**config.mk**
```make
export PLATFORM = sky130hd
export DESIGN_NAME = onehot_stream_encoder
export DESIGN_NICKNAME = d
export VERILOG_FILES = /design/src/rtl/enc_pkg.sv /design/src/rtl/prio_enc8.sv /design/src/rtl/onehot_stream_encoder.sv
export SDC_FILE = /design/constraint.sdc
export NUM_CORES = 1
export LEC_CHECK = 0
export ABC_CLOCK_PERIOD_IN_PS = 1500
export CORE_AREA = 3 3 53 55
export CTS_CLUSTER_DIAMETER = 40
export CTS_CLUSTER_SIZE = 20
export DETAILED_ROUTE_END_ITERATION = 10
export DIE_AREA = 0 0 56 58
export PLACE_DENSITY = 0.67
export SETUP_SLACK_MARGIN = 0.5
export SKIP_CTS_REPAIR_TIMING = 1
export SYNTH_ARGS = -nofsm -noshare
export SYNTH_HDL_FRONTEND = slang
export SYNTH_SLANG_ARGS = --single-unit
```
**constraint.sdc**
```tcl
create_clock -name clk -period 1.5 [get_ports clk]
set_input_delay 0.3 -clock clk [delete_from_list [all_inputs] [get_ports clk]]
set_output_delay 0.3 -clock clk [all_outputs]
set_load 0.02 [all_outputs]
```
**src/rtl/enc_pkg.sv**
```systemverilog
// Shared types and widths for the one-hot stream encoder.
package enc_pkg;

  localparam int unsigned VEC_W = 8;
  localparam int unsigned IDX_W = 3;
  localparam int unsigned CNT_W = 4;

  typedef enum logic [0:0] {
    IDLE,
    EMIT
  } state_e;

endpackage

```
**src/rtl/prio_enc8.sv**
```systemverilog
// 8-bit priority encoder: index of the lowest or highest set bit, plus any/single flags.
module prio_enc8
  import enc_pkg::*;
(
  input  logic [VEC_W-1:0] vec,
  input  logic             msb_first,
  output logic [IDX_W-1:0] idx,
  output logic             any,
  output logic             single
);

  // Scan so the winning bit is the last one assigned.
  always_comb begin
    idx = '0;
    for (int i = 0; i < VEC_W; i++) begin
      if (msb_first) begin
        if (vec[i]) idx = IDX_W'(i);
      end else begin
        if (vec[VEC_W-1-i]) idx = IDX_W'(VEC_W - 1 - i);
      end
    end
  end

  // Exactly one bit set <=> non-zero and clearing the lowest set bit leaves zero.
  always_comb begin
    any    = |vec;
    single = any && ((vec & (vec - VEC_W'(1))) == '0);
  end

endmodule

```
**src/rtl/onehot_stream_encoder.sv**
```systemverilog
// Streams the binary index of every set bit of an accepted request vector, one per beat.
module onehot_stream_encoder
  import enc_pkg::*;
#(
  parameter bit LSB_FIRST = 1'b1
) (
  input  logic             clk,
  input  logic             rst_n,
  input  logic             in_valid,
  output logic             in_ready,
  input  logic [VEC_W-1:0] in_vec,
  output logic             out_valid,
  input  logic             out_ready,
  output logic [IDX_W-1:0] out_idx,
  output logic             out_last,
  output logic [CNT_W-1:0] out_count,
  output logic             zero_pulse
);

  state_e           state_q, state_d;
  logic [VEC_W-1:0] pending_q, pending_d;
  logic [CNT_W-1:0] count_q, count_d;
  logic             zero_q, zero_d;

  logic [IDX_W-1:0] enc_idx;
  logic             enc_any;
  logic             enc_single;

  function automatic logic [CNT_W-1:0] popcount(input logic [VEC_W-1:0] v);
    logic [CNT_W-1:0] cnt;
    cnt = '0;
    for (int i = 0; i < VEC_W; i++) begin
      cnt = cnt + CNT_W'(v[i]);
    end
    return cnt;
  endfunction

  // Outputs come only from the pending mask, so there is no path from the inputs.
  prio_enc8 u_prio (
    .vec       (pending_q),
    .msb_first (!LSB_FIRST),
    .idx       (enc_idx),
    .any       (enc_any),
    .single    (enc_single)
  );

  // State, pending mask, popcount and zero pulse registers.
  always_ff @(posedge clk or negedge rst_n) begin
    if (!rst_n) begin
      state_q   <= IDLE;
      pending_q <= '0;
      count_q   <= '0;
      zero_q    <= 1'b0;
    end else begin
      state_q   <= state_d;
      pending_q <= pending_d;
      count_q   <= count_d;
      zero_q    <= zero_d;
    end
  end

  // Next-state: accept in IDLE, retire one pending bit per completed beat in EMIT.
  always_comb begin
    state_d   = state_q;
    pending_d = pending_q;
    count_d   = count_q;
    zero_d    = 1'b0;
    unique case (state_q)
      IDLE: begin
        if (in_valid) begin
          pending_d = in_vec;
          count_d   = popcount(in_vec);
          if (in_vec != '0) begin
            state_d = EMIT;
          end else begin
            zero_d = 1'b1;
          end
        end
      end
      EMIT: begin
        if (out_ready && enc_any) begin
          pending_d = pending_q & ~(VEC_W'(1) << enc_idx);
          if (enc_single) begin
            state_d = IDLE;
          end
        end
      end
      default: state_d = IDLE;
    endcase
  end

  // Outputs decoded from registered state only.
  always_comb begin
    in_ready   = (state_q == IDLE);
    out_valid  = (state_q == EMIT);
    out_idx    = enc_idx;
    out_last   = enc_single;
    out_count  = count_q;
    zero_pulse = zero_q;
  end

endmodule

```
==> impl_metrics.tcl, run 1 <==
set metrics [dict create \
    grt_pass1_vias 1217 \
    synthAdderAreaFrac_pct 12.8 \
    core_area_sq_um 2430 \
    grt_pass1_wl_um 5200 \
    clock_skew_ns 0.00315 \
    rows 18 \
    violations "negative setup slack" \
    die_h_um 58 \
    synth_cells 119 \
    path_class "in2reg" \
    wl_um 3720 \
    ant_nets 0 \
    path_max_fanout 2 \
    yosysWarnings 0 \
    cts_made_buffers 3 \
    synth_top_area_share_pct 34.4 \
    synth_simple_gate_area_share_pct 26.0 \
    cp-end-kind "flip-flop" \
    slew_viol_final 0 \
    final_util_pct 81.4 \
    vias 1214 \
    crit_required_ns 1.67 \
    drt_iter0_drc 31 \
    start_kind "input port" \
    wire_per_inst_um 16.8 \
    synth.area.top_cells "dfrtp_1 (34%), fa_1 (7.9%), nand2_1 (6.6%)" \
    status "finished, violations left" \
    synth_top_family_by_area "simple AND/OR/NAND/NOR gates" \
    clock_latency_ns 0.28 \
    synth_compound_area_share_pct 16.3 \
    clkTransAtPathRegs_ns 0.09 \
    io_buffers 22 \
    grt_overflow_total 0 \
    leakage_nw 0.935 \
    via_per_inst 5.49 \
    grt_max_degree 18 \
    synth_area_leader_cell "dfrtp_1" \
    hold_violations 0 \
    track_usage_pct 20.5 \
    synthMuxAreaShare_pct 0 \
    cts-root-buf "clkbuf_4" \
    worst-endpoint-arrival_ns 2.73 \
    fin_ws_ns -1.06 \
    synth_cell_types 35 \
    drc 0 \
    syn_to_final_growth_pct 94.5 \
    finalCriticalPeriod_ns 2.56 \
    r2r_slack_ns -0.12 \
    synthXorXnorAreaFrac_pct 0.860 \
    ir_drop_uv 1390 \
    routabilityCongestion 0.797 \
    htree_num_levels 1 \
    drv_cap 0 \
    ios 23 \
    drive_gt1_share_pct 61.3 \
    ys_seq_area_share_pct 34.4 \
    syn_nets 139 \
    start_util_pct 41.9 \
    power_density_nw_per_um2 2000 \
    worst_pin_slew_ns 0.471 \
    rsz0062_at_grt "true" \
    avgSynthCellArea_sq_um 8.56 \
    diodes 0 \
    fmax_mhz 390 \
    fp.dieW_um 56 \
    dp_hpwl_um 2390 \
    drt-pass1-iter-count 4 \
    clock_path_buffers 2 \
    pre_cts_ws_ns -1.83 \
    nets 212 \
    synth_seq_cells 14 \
    setup_viol 13 \
    clock_sinks 14 \
    die_area_sq_um 3250 \
    hp-class "in2async" \
    fin_crit_sh_pct 171 \
    tritoncts "built" \
    antenna_found_initial 0 \
    power.total_w 0.00396 \
    syn-cell-area_sq_um 1020 \
    slew_headroom_pct 68.6 \
]
[cells in the final DEF (no fill, tap or decap), drive strengths merged]
| cell type | synthesis | final |
|---|---|---|
| clkbuf | 1 | 7 |
| nand3 | 3 | 3 |
| nand2 | 18 | 19 |
| a21oi | 2 | 2 |
| a31o | 1 | 1 |
| or4 | 2 | 2 |
| nand2b | 1 | 1 |
| o41ai | 1 | 1 |
| a221oi | 1 | 1 |
| dlymetal6s2s | 0 | 1 |
| nand4b | 1 | 1 |
| nor4b | 4 | 4 |
| ha | 4 | 4 |
| a22oi | 1 | 1 |
| xor2 | 1 | 1 |
| dfrtp | 14 | 14 |
| nor2 | 8 | 8 |
| a211oi | 2 | 2 |
| nor3 | 3 | 3 |
| fa | 4 | 4 |
| and3 | 2 | 2 |
| nor4 | 4 | 4 |
| and4bb | 1 | 1 |
| o211ai | 2 | 2 |
| o311ai | 1 | 1 |
| o31ai | 1 | 1 |
| inv | 17 | 17 |
| nand4 | 1 | 1 |
| a32oi | 1 | 1 |
| o21ai | 11 | 11 |
| buf | 5 | 62 |
| o22ai | 1 | 1 |
| clkdlybuf4s50 | 0 | 7 |
[critical path, stage by stage]
cell	delay (ns)
buf_6	0.10
fa_1	0.55
inv_2	0.04
fa_1	0.49
fa_1	0.42
inv_2	0.08
ha_4	0.13
inv_2	0.03
fa_2	0.32
xor2_1	0.17
o21ai_1	0.10
[stage by stage]
| stage | setup TNS, ns | instance area, sq um | cells | hold WS (ns) |
|---|---|---|---|---|
| floorplan | -4.07 | 1140 | 119 | 0.00441 |
| global placement | -8.78 | 1620 | 202 | 0.463 |
| detailed placement | -9.46 | 1620 | 202 | 0.482 |
| CTS | -9.71 | 1660 | 206 | 0.327 |
| global route | -6.91 | 1980 | 221 | 0.358 |
| finish | -6.01 | 1980 | 221 | 0.321 |
[worst paths after layout]
kind                           endpoint  cells after the start         start
min                        pending_q[2]                      2         rst_n
min reg2reg                out_count[0]                      2  out_count[0]
max in group asynchronous     out_valid                      2         rst_n
max                        out_count[2]                     11     in_vec[3]
max reg2reg                   out_valid                      6  pending_q[6]
min in group clk           pending_q[3]                      4     in_vec[3]
[report_power, final]
| group | total (W) | switching [W] | internal (W) | leakage, nW |
|---|---|---|---|---|
| registers | 0.000706 | 0.000185 | 0.000520 | 0.174 |
| clock network | 0.000275 | 0.000127 | 0.000148 | 0.0210 |
| logic | 0.00298 | 0.00144 | 0.00154 | 0.740 |
[Yosys cell counts]
library cell	count
dfrtp_1	14
a31o_1	1
o31ai_1	1
nor4b_1	4
o21ai_1	3
o211ai_1	2
nor4_1	2
nand4_1	1
a21oi_1	2
o22ai_1	1
nand4b_1	1
nor2_1	8
or4_1	1
nand3_1	3
nor3_1	3
nor4_2	2
a32oi_1	1
or4_4	1
o41ai_1	1
fa_1	4
buf_2	3
clkbuf_1	1
and3_1	2
o311ai_0	1
buf_4	2
inv_1	17
xor2_1	1
a22oi_1	1
nand2b_1	1
a211oi_1	2
a221oi_2	1
nand2_1	18
o21ai_0	8
and4bb_1	1
ha_1	4
[flip-flops by register name, indices dropped and copies added (netlist names)]
name	count
out_count	4
zero_pulse	1
pending_q	8
out_valid	1
[area by class of cell]
| cell class | instances | area, sq um |
|---|---|---|
| Multi-Input combinational cell | 83 | 832 |
| Timing Repair Buffer | 73 | 649 |
| Clock buffer | 4 | 36.3 |
| Inverter | 17 | 68.8 |
| Sequential cell | 14 | 357 |
| Fill cell | 131 | 452 |
| Tap cell | 30 | 37.5 |
[metal layers]
layer	share of wire, %	vias up	track usage, %	routed length, um
li1	-	563	-	-
met5	0	-	0	0
met4	4.0	0	7.46	150
met2	54	52	41.6	2020
met1	37	584	21.6	1380
met3	4.5	15	2.00	169
[kinds of logic (layout without fill, tap and decap cells)]
group,Yosys count,after routing
and+or+nand+nor,48,49
AOI/OAI and AO/OA,25,25
buffers and inverters,23,94
DFF,14,14
adders and majority gates,8,8
xor gates and xnor gates,1,1
(Power assumes the default switching activity.)
==> run 2: changes to the inputs <==
Settings changed: CORE_AREA 3 3 53 55 to 3 3 54 56, DIE_AREA 0 0 56 58 to 0 0 57 59, PLACE_DENSITY 0.67 to 0.64.
==> run 2 against run 1 <==
  * The flow still finishes with violations (negative setup slack)
  * Worst hold slack got worse by 0.0017 ns
  * Sequential cell count did not move
  * Clock skew decreased by 0.00084 ns
  * Fmax shrank 1.1%
  * Final area grew 1.5%
  * Via count down 3.5%
  * Setup slack got worse by 0.028 ns
  * Combinational power up 7.7%
  * Total power is 4.1% higher
  * Register-to-register slack got worse by 0.10 ns
  * Clock power fell by 19%
  * Highest routed layer unchanged
==> impl_metrics.tcl, run 2 (synthesis results as in run 1) <==
set metrics [dict create \
    status "finished, violations left" \
    violations "negative setup slack" \
    tritoncts "built" \
    htree_num_levels 1 \
    grt_overflow_total 0 \
    finalCriticalPeriod_ns 2.59 \
    ios 23 \
    diodes 0 \
    clock_sinks 14 \
    power.total_w 0.00412 \
    die_h_um 59 \
    ir_drop_uv 1510 \
    ant_nets 0 \
    path_max_fanout 2 \
    rows 18 \
    worst-endpoint-arrival_ns 2.76 \
    hp-class "in2async" \
    clock_latency_ns 0.28 \
    path_class "in2reg" \
    setup_viol 13 \
    cts_made_buffers 3 \
    final_cell_mix "buf_4 (45), buf_6 (23), inv_1 (12), nand2_1 (12), dfrtp_1 (8)" \
    worst_pin_slew_ns 0.421 \
    slew_headroom_pct 71.9 \
    fin_crit_sh_pct 173 \
    antenna_found_initial 0 \
    wire_per_inst_um 14.4 \
    grt_max_degree 18 \
    hold_violations 0 \
    power_density_nw_per_um2 2050 \
    multi_input_area_sq_um 811 \
    die_area_sq_um 3360 \
    fp.dieW_um 57 \
    clock_skew_ns 0.00231 \
    via_per_inst 5.19 \
    drv_cap 0 \
    core_area_sq_um 2480 \
    seqCellArea_sq_um 358 \
    largest_reg_flops 8 \
    routabilityCongestion 0.818 \
    vias 1172 \
    fmax_mhz 386 \
    crit_required_ns 1.67 \
    clkTransAtPathRegs_ns 0.08 \
    drt_iter0_drc 21 \
    rsz0062_at_grt "true" \
    nets 217 \
    fin_ws_ns -1.09 \
    slew_viol_final 0 \
    start_kind "input port" \
    cts-root-buf "clkbuf_4" \
    track_usage_pct 18.5 \
    drive_gt1_share_pct 62.8 \
    dp_hpwl_um 2200 \
    syn_to_final_growth_pct 97.4 \
    leakage_nw 0.953 \
    grt_pass1_vias 1079 \
    grt_pass1_wl_um 4820 \
    cp-end-kind "flip-flop" \
    io_buffers 22 \
    wl_um 3270 \
    drc 0 \
    regMostFlops "pending_q" \
    fill_cells 160 \
    clock_path_buffers 2 \
    final_common_cell "buf_4" \
    drt-pass1-iter-count 4 \
    pre_cts_ws_ns -1.73 \
    start_util_pct 41.1 \
]
run 2: changes by cell type in the layout (fill, tap and decap cells not counted), sizes merged:
cell / change
nand2: -1
clkbuf: -1
buf: +7
run 2: per-layer routing:
layer | vias up | global-route usage (%) | wire length (um)
met5 | - | 0 | 0
met4 | 0 | 6.95 | 104
met3 | 9 | 2.18 | 123
met2 | 36 | 32.5 | 1680
met1 | 557 | 23.4 | 1350
li1 | 570 | - | -
run 2: area by class of cell:
type	instances	share of cell area, %
Multi-Input combinational cell	82	40.3
Inverter	17	3.67
Tap cell	30	1.87
Clock buffer	4	1.31
Timing Repair Buffer	79	35.0
Sequential cell	14	17.8
run 2: through the flow:
stage / util (%) / area, sq um / instances / hold WS (ns) / TNS [ns]
after floorplan: - / 1140 / 119 / 0.00441 / -4.07
after global placement: 66.1 / 1640 / 204 / 0.463 / -8.70
after detailed placement: 66.1 / 1640 / 204 / 0.475 / -8.88
after CTS: 67.2 / 1660 / 208 / 0.323 / -9.33
after global routing: 81.2 / 2010 / 226 / 0.324 / -7.04
final: 81.2 / 2010 / 226 / 0.320 / -6.12
run 2: final timing paths:
check	start	end	slack, ns	cells past startpoint
min in group clk	in_vec[0]	pending_q[0]	0.36	4
max in group asynchronous	rst_n	pending_q[4]	0.99	2
max reg2reg	pending_q[6]	pending_q[7]	-0.22	8
min reg2reg	out_count[0]	out_count[0]	0.52	2
max	in_vec[0]	out_count[1]	-1.09	10
min	rst_n	out_count[0]	0.32	2
run 2: worst max-delay path: stages:
cell and delay, ns:
buf_6 0.10, fa_1 0.54, inv_2 0.04, fa_1 0.53
fa_2 0.45, inv_2 0.08, ha_4 0.13, inv_2 0.03
fa_2 0.52, o21ai_2 0.05
run 2: where the power goes:
part / leakage [nW] / switching [W] / internal, W
clock: 0.0150 / 0.000121 / 0.000103
combinational: 0.766 / 0.00145 / 0.00176
sequential: 0.172 / 0.000170 / 0.000522
